File: src/rtl/prog_counter_pkg.sv
// Shared definitions for the programmable down-counter: run-state encoding and
// the per-edge operation priority order.
package prog_counter_pkg;

    typedef enum logic [1:0] {
        ST_IDLE    = 2'd0,
        ST_RUN     = 2'd1,
        ST_EXPIRED = 2'd2
    } state_e;

    // Lower value wins when several operations are requested on the same edge.
    localparam int unsigned PRIO_RESET  = 0;
    localparam int unsigned PRIO_LATCH  = 1;
    localparam int unsigned PRIO_DIVIDE = 2;
    localparam int unsigned PRIO_DEC    = 3;

    function automatic logic state_is_legal(input state_e s);
        return (s == ST_IDLE) || (s == ST_RUN) || (s == ST_EXPIRED);
    endfunction

endpackage

File: src/rtl/tick_prescaler.sv
// Decrement prescaler: emits one tick every (prescale+1) enabled cycles.
module tick_prescaler #(
    parameter int unsigned PRESCALE_W = 4
) (
    input  logic                  clock,
    input  logic                  reset,
    input  logic                  clear,
    input  logic                  en,
    input  logic [PRESCALE_W-1:0] prescale,
    output logic                  tick
);

    logic [PRESCALE_W-1:0] pre_q, pre_d;

    // >= so that lowering prescale below the running count ticks on the next enable
    assign tick = en & (pre_q >= prescale);

    always_comb begin
        pre_d = pre_q;
        if (clear) begin
            pre_d = '0;
        end else if (tick) begin
            pre_d = '0;
        end else if (en) begin
            pre_d = pre_q + 1'b1;
        end
    end

    always_ff @(posedge clock) begin
        if (reset) begin
            pre_q <= '0;
        end else begin
            pre_q <= pre_d;
        end
    end

endmodule

File: src/rtl/prog_down_counter.sv
// Loadable down-counter with prescaled decrement, halving, auto-reload,
// terminal-count pulse and an IDLE/RUN/EXPIRED run-state FSM.
module prog_down_counter
    import prog_counter_pkg::*;
#(
    parameter int unsigned WIDTH      = 8,
    parameter int unsigned PRESCALE_W = 4
) (
    input  logic                  clock,
    input  logic                  reset,
    input  logic [WIDTH-1:0]      in,
    input  logic                  latch,
    input  logic                  dec,
    input  logic                  divide_by_two,
    input  logic                  auto_reload,
    input  logic [PRESCALE_W-1:0] prescale,
    output logic [WIDTH-1:0]      count,
    output logic                  zero,
    output logic                  tc_pulse,
    output logic                  busy
);

    state_e           state_q, state_d;
    logic [WIDTH-1:0] count_q, count_d;
    logic [WIDTH-1:0] reload_q, reload_d;
    logic             tc_q, tc_d;
    logic             tick;
    logic [WIDTH-1:0] half;

    // Latch and divide both pre-empt the decrement, so the prescaler must not advance.
    tick_prescaler #(
        .PRESCALE_W (PRESCALE_W)
    ) u_prescaler (
        .clock    (clock),
        .reset    (reset),
        .clear    (latch),
        .en       (dec & ~latch & ~divide_by_two),
        .prescale (prescale),
        .tick     (tick)
    );

    assign half = count_q >> 1;

    always_comb begin
        state_d  = state_q;
        count_d  = count_q;
        reload_d = reload_q;
        tc_d     = 1'b0;

        if (!state_is_legal(state_q)) begin
            state_d = ST_IDLE;
        end

        if (latch) begin
            count_d  = in;
            reload_d = in;
            state_d  = (in != '0) ? ST_RUN : ST_IDLE;
        end else if (divide_by_two) begin
            count_d = half;
            if ((count_q != '0) && (half == '0)) begin
                state_d = ST_EXPIRED;
            end
        end else if (tick) begin
            unique case (state_q)
                ST_RUN: begin
                    if (count_q > WIDTH'(1)) begin
                        count_d = count_q - 1'b1;
                    end else begin
                        count_d = '0;
                        state_d = ST_EXPIRED;
                        tc_d    = (count_q == WIDTH'(1));
                    end
                end
                ST_EXPIRED: begin
                    if (auto_reload && (reload_q != '0)) begin
                        count_d = reload_q;
                        state_d = ST_RUN;
                    end
                end
                default: ;
            endcase
        end
    end

    always_ff @(posedge clock) begin
        if (reset) begin
            state_q  <= ST_IDLE;
            count_q  <= '0;
            reload_q <= '0;
            tc_q     <= 1'b0;
        end else begin
            state_q  <= state_d;
            count_q  <= count_d;
            reload_q <= reload_d;
            tc_q     <= tc_d;
        end
    end

    assign count    = count_q;
    assign zero     = (count_q == '0);
    assign tc_pulse = tc_q;
    assign busy     = (state_q == ST_RUN);

endmodule

File: config.mk
export PLATFORM = sky130hd
export DESIGN_NAME = prog_down_counter
export DESIGN_NICKNAME = d
export VERILOG_FILES = /design/src/rtl/prog_counter_pkg.sv /design/src/rtl/tick_prescaler.sv /design/src/rtl/prog_down_counter.sv
export SDC_FILE = /design/constraint.sdc
export NUM_CORES = 1
export LEC_CHECK = 0
export CAP_MARGIN = 20
export CORE_MARGIN = 1
export CORE_UTILIZATION = 52
export CTS_BUF_LIST = sky130_fd_sc_hd__clkbuf_4 sky130_fd_sc_hd__clkbuf_8
export DETAILED_ROUTE_END_ITERATION = 10
export GPL_ROUTABILITY_DRIVEN = 0
export GPL_TIMING_DRIVEN = 0
export PLACE_DENSITY = 0.88
export SLEW_MARGIN = 20
export SYNTH_ARGS = -nofsm -noshare
export SYNTH_HDL_FRONTEND = slang
export SYNTH_SLANG_ARGS = --single-unit
export TNS_END_PERCENT = 20
File: constraint.sdc
create_clock -name clock -period 4.55 [get_ports clock]
set_input_delay 0.6825 -clock clock [delete_from_list [all_inputs] [get_ports clock]]
set_output_delay 0.6825 -clock clock [all_outputs]
set_load 0.02 [all_outputs]
# [Word-level counts from Yosys, hierarchy flattened]
# Cells that the tools add are included.
# Widths: inputs -> output; s select.
[word_totals] register_bits=23 out_inout_bits=11
[op_classes] mux=15 n_reduce_logical=15 eq_ne=4 n_lt_le_gt_ge=2 bitwise_logic=7 addsub=2
[op_table] operator="$mux 8" n=5
[op_table] operator="$reduce_bool 8->1" n=3
[op_table] operator="$logic_not 8->1" n=2
[op_table] operator="$pmux 8 s2" n=1
[op_table] operator="$mux 2" n=7
[op_table] operator="$eq 8x1->1 const B" n=1
[op_table] operator="$gt 8x1->1 const B" n=1
[op_table] operator="$sub 8x1->8 const B" n=1
[op_table] operator="$reduce_or 6->1" n=1
[op_table] operator="$add 4x1->4 const B" n=1
[op_table] operator="$ge 4x4->1" n=1
[op_table] operator="$ne 4x3->1 const B" n=1
[op_table] operator="$not 1->1" n=4
[op_table] operator="$pmux 2 s2" n=1
[op_table] operator="$reduce_bool 4->1" n=1
[op_table] operator="$and 1x1->1" n=3
[op_table] operator="$reduce_and 3->1" n=1
[op_table] operator="$reduce_bool 3->1" n=1
[op_table] operator="$reduce_or 3->1" n=1
[op_table] operator="$eq 2x1->1 const B" n=1
[op_table] operator="$eq 2x2->1 const B" n=1
[op_table] operator="$logic_and 1x1->1" n=2
[op_table] operator="$logic_not 2->1" n=1
[op_table] operator="$logic_or 1x1->1" n=2
[op_table] operator="$mux 1" n=1

# [Longest topological paths before layout]
# Gate-level depths: netlist of the first run.
[depth] word_depth=9 depth_mapped=8 ltp_nobuf=7

# [Modules after synthesis]
# Synthesis of the first run repeated with hierarchy kept, for this count alone.
[hier_totals] hier_cells=198 hier_area_um2=1594.0
[modules_own_cells] mod="prog_down_counter" area_each_um2=1263.7 cells_per_inst=162 instances=1 seq_area_each_um2=380.4
[modules_own_cells] mod="tick_prescaler" area_each_um2=330.3 cells_per_inst=36 instances=1 seq_area_each_um2=80.1

# [Worst setup path after synthesis of the first run]
# No wires, ideal clock.
[synth_timing] kind="input -> register" startpoint="input prescale[0]" endpoint="register count_q[7] (netlist: count[7])" arrival_ps=2248 setup_slack_ps=2185 stages=7 t_required_ps=4433 path_buffers=1 path_cell_list="ha_1 > nand2b_1 > a2111oi_4 > a2111oi_4 > nand2b_1 > buf_6 > a32o_1"
[synth_between] elab_chain_len=4
[synth_rtl] item="start: declaration" line_no="prog_down_counter.sv:16" text="input logic [PRESCALE_W-1:0] prescale,"
[synth_rtl] item="$ge 4x4->1" line_no="tick_prescaler.sv:16" text="assign tick = en & (pre_q >= prescale);"
[synth_rtl] item="$and 1x1->1" line_no="tick_prescaler.sv:16"
[synth_rtl] item="$reduce_bool 3->1 (no line)"
[synth_rtl] item="$reduce_and 3->1 (no line)"
[synth_rtl] item="end signal: assignment" line_no="prog_down_counter.sv:93" text="count_q <= count_d;"
[synth_rtl] item="end: declaration" line_no="prog_down_counter.sv:24" text="logic [WIDTH-1:0] count_q, count_d;"
# No other way between the ends.
# A chain may end at the register's enable or synchronous reset.

# [Final worst setup path of the first run]
[layout_timing] startpoint="register count_q[5] (netlist: count[5])" endpoint="output zero"
[layout_between] elab_chain_len=1
[layout_rtl] item="$logic_not 8->1" line_no="prog_down_counter.sv:100" text="assign zero = (count_q == '0);"
[layout_rtl] item="end: declaration" line_no="prog_down_counter.sv:18" text="output logic zero,"
# No other way between the ends.

==> impl_metrics.env, run 1 <==
export IMPL_grt_ovfl_total=0
export IMPL_endpoint_kind="output port"
export IMPL_min_period_over_period=0.604
export IMPL_area_delta_synth_final_pct=21.1
export IMPL_cts_inserted_buffers=3
export IMPL_syn_area_um2=1670
export IMPL_ys_types=51
export IMPL_coreArea_um2=3050
export IMPL_ys_seq_area_frac=0.276
export IMPL_synth_seq_cells=23
export IMPL_clk_pin_slew_ns=0.12
export IMPL_tritoncts="built"
export IMPL_fin_crit_ns=2.75
export IMPL_setup_violations_final=0
export IMPL_fin_area_um2=2020
export IMPL_synth_compound_area_frac=0.238
export IMPL_synth_top_family_by_area="simple AND/OR/NAND/NOR gates"
export IMPL_antenna_found_initial=0
export IMPL_drtIter0Drc=40
export IMPL_rsz0062_at_grt="false"
export IMPL_drv_cap=0
export IMPL_dieArea_um2=3440
export IMPL_cp_required_ns=3.87
export IMPL_syn_area_per_cell_um2=8.47
export IMPL_async_flop_share=0
export IMPL_drc=0
export IMPL_ctsLongestPathBuffers=2
export IMPL_synthesis_instances=197
export IMPL_hp_class="flip-flop to flip-flop"
export IMPL_grt_use_total=0.245
export IMPL_slew_headroom=0.566
export IMPL_outcome="finished clean"
export IMPL_initial_utilization=0.547
export IMPL_synthXorXnorAreaFrac=0.0315
export IMPL_power_leakage_nw=0.739
export IMPL_worstPathArrival_ns=2.07
export IMPL_tightest_slew_ns=0.650
export IMPL_hold_viol_final=0
export IMPL_slew_viol_final=0
export IMPL_fin_nets=257
export IMPL_synth_main_ff_cell="dfxtp_1"
export IMPL_final_util=0.662
export IMPL_worstSkewPairLatency_ns=0.31
export IMPL_cp_max_fo=8
export IMPL_numPortBuffers=27
export IMPL_firstDrtPassIters=4
export IMPL_cts_setup_buffers=0
export IMPL_grt_pass1_wl_mm=6.43
export IMPL_max_vdd_ir_drop_mv=0.168
export IMPL_wl_per_cell_um=14.2
export IMPL_postPlaceCellArea_um2=1990
export IMPL_diodes=0
export IMPL_max_freq_mhz=364
export IMPL_synth_nets=225
export IMPL_postCtsResizedCells=0
export IMPL_synth_edf_count=0
export IMPL_clockRootBuffer="clkbuf_4"
export IMPL_skew_ns=0.00320
export IMPL_dp_final_hpwl_mm=3.03
export IMPL_ctsHoldBuffers=0
export IMPL_viasPerCell=5.72
export IMPL_fin_tns_setup_ns=0
export IMPL_fp_dieW_um=58.7
export IMPL_htree_levels=1
export IMPL_place_ws_ns=1.61
export IMPL_grt_pass1_vias=1409
export IMPL_synth_simple_gate_area_share=0.262
export IMPL_wirelength_mm=3.87
export IMPL_powerDensity_nw_per_um2=244
export IMPL_drive_gt1_frac=0.110
export IMPL_clkSinkCount=23
export IMPL_rows=20
export IMPL_synth_fa_ha_area_frac=0.0750
export IMPL_boundaryPins=29
export IMPL_critPathLaunchType="flip-flop"
export IMPL_ant_nets=0
export IMPL_fin_ws_ns=1.80
export IMPL_worst_setup_path_type="flip-flop to output port"
export IMPL_fp_dieH_um=58.7
export IMPL_synth_warnings=0
export IMPL_whs_ns=0.517
export IMPL_num_vias=1555
export IMPL_grt_max_degree=14
export IMPL_muxShareOfSynthArea=0.0360
-- state kept, by name, summed over array words and instances (netlist names) --
name	count
reload_q	8
count	8
u_prescaler.pre_q	4
state_q	2
tc_pulse	1
-- synth_stat cells, types with 3 or more instances --
master / count / area [µm²]
a211oi_1: 3 / 22.5
a211oi_2: 5 / 62.6
a21oi_1: 14 / 70.1
a31oi_1: 3 / 18.8
clkbuf_1: 8 / 30.0
dfxtp_1: 23 / 460
ha_1: 10 / 125
inv_1: 11 / 41.3
mux2i_1: 6 / 60.1
nand2_1: 11 / 41.3
nand2b_1: 3 / 18.8
nand3_1: 11 / 55.1
nor2_1: 18 / 67.6
nor3_1: 12 / 60.1
nor4_1: 3 / 18.8
o21ai_0: 5 / 25.0
or2_2: 3 / 18.8
or3_1: 3 / 18.8
xnor2_1: 4 / 35.0
-- where the power goes --
part	internal (mW)	switching, mW
Sequential	0.213	0.0133
Clock	0.0329	0.0604
Combinational	0.0832	0.0893
-- worst max-delay path, stage by stage (launching register included) --
cell	delay (ns)
dfxtp_1	0.33
clkbuf_1	0.19
nor3_1	0.39
and3_1	0.23
clkdlybuf4s50_1	0.60
-- layout by cell type, fill, tap and decap left out, types with 3 or more instances in the layout --
cell type,count
or2_2,3
o21ai_0,5
ha_1,10
nand3_1,11
a21oi_1,14
a211oi_2,5
a31oi_1,3
mux2i_1,6
or3_1,3
nor4_1,3
dfxtp_1,23
nand2b_1,3
a211oi_1,3
nor3_1,12
clkbuf_4,3
nor2_1,18
xnor2_1,4
clkbuf_1,8
inv_1,11
clkdlybuf4s50_1,27
nand2_1,11
-- layout make-up --
class	instances	area, µm²
Fill cell	288	1030
Timing Repair Buffer	27	270
Clock buffer	3	22.5
Clock inverter	1	5.00
Inverter	11	41.3
Buffer	13	96.3
Multi-Input combinational cell	150	1070
Sequential cell	23	460
Tap cell	44	55.1
-- cells by family after synthesis --
family | after synthesis
multiplexers | 6
AO/OA/AOI/OAI | 48
flip-flops | 23
XOR/XNOR | 6
adder cells (fa/ha/maj) | 10
buffers and inverters | 24
AND/OR/NAND/NOR | 80
-- routing by layer --
layer	track usage	vias to the layer above	routed length, µm
met5	0	-	0
met4	0.105	0	76
met3	0.0242	8	214
met2	0.448	46	1940
met1	0.291	720	1640
li1	-	781	-
-- per-stage QoR --
step / total power, mW / cells
floorplan: 0.346 / 197
global placement: 0.399 / 268
detailed placement: 0.402 / 268
CTS: 0.496 / 272
global route: 0.523 / 272
finish: 0.492 / 272
-- worst paths after layout --
check                      to  slack, ns  depth (start not counted)                 start
hold / removal    reload_q[2]       0.52                          2           reload_q[2]
setup reg to reg     count[7]       2.31                          8  u_prescaler.pre_q[0]
setup / recovery         zero       1.80                          4              count[5]
hold reg to reg   reload_q[2]       0.52                          2           reload_q[2]
No activity file was read; power rests on OpenSTA's default activity.
==> run 2: changes to the inputs <==
clock period = 2.9 ns   (was 4.55 ns; I/O delays follow)
==> results of run 2 <==
The final DEF is identical to that of run 1. Status: finished clean.
Main changes from that run: setup slack after placement 1.61 ns -> 0.205 ns; setup slack after layout 1.80 ns -> 0.399 ns; hold slack 0.517 ns -> 0.336 ns; register-to-register setup slack 2.31 ns -> 0.66 ns; end point of the worst hold path reload_q[2] -> count[1]; total power 0.492 mW -> 0.773 mW; worst IR drop on VDD 0.168 mV -> 0.264 mV
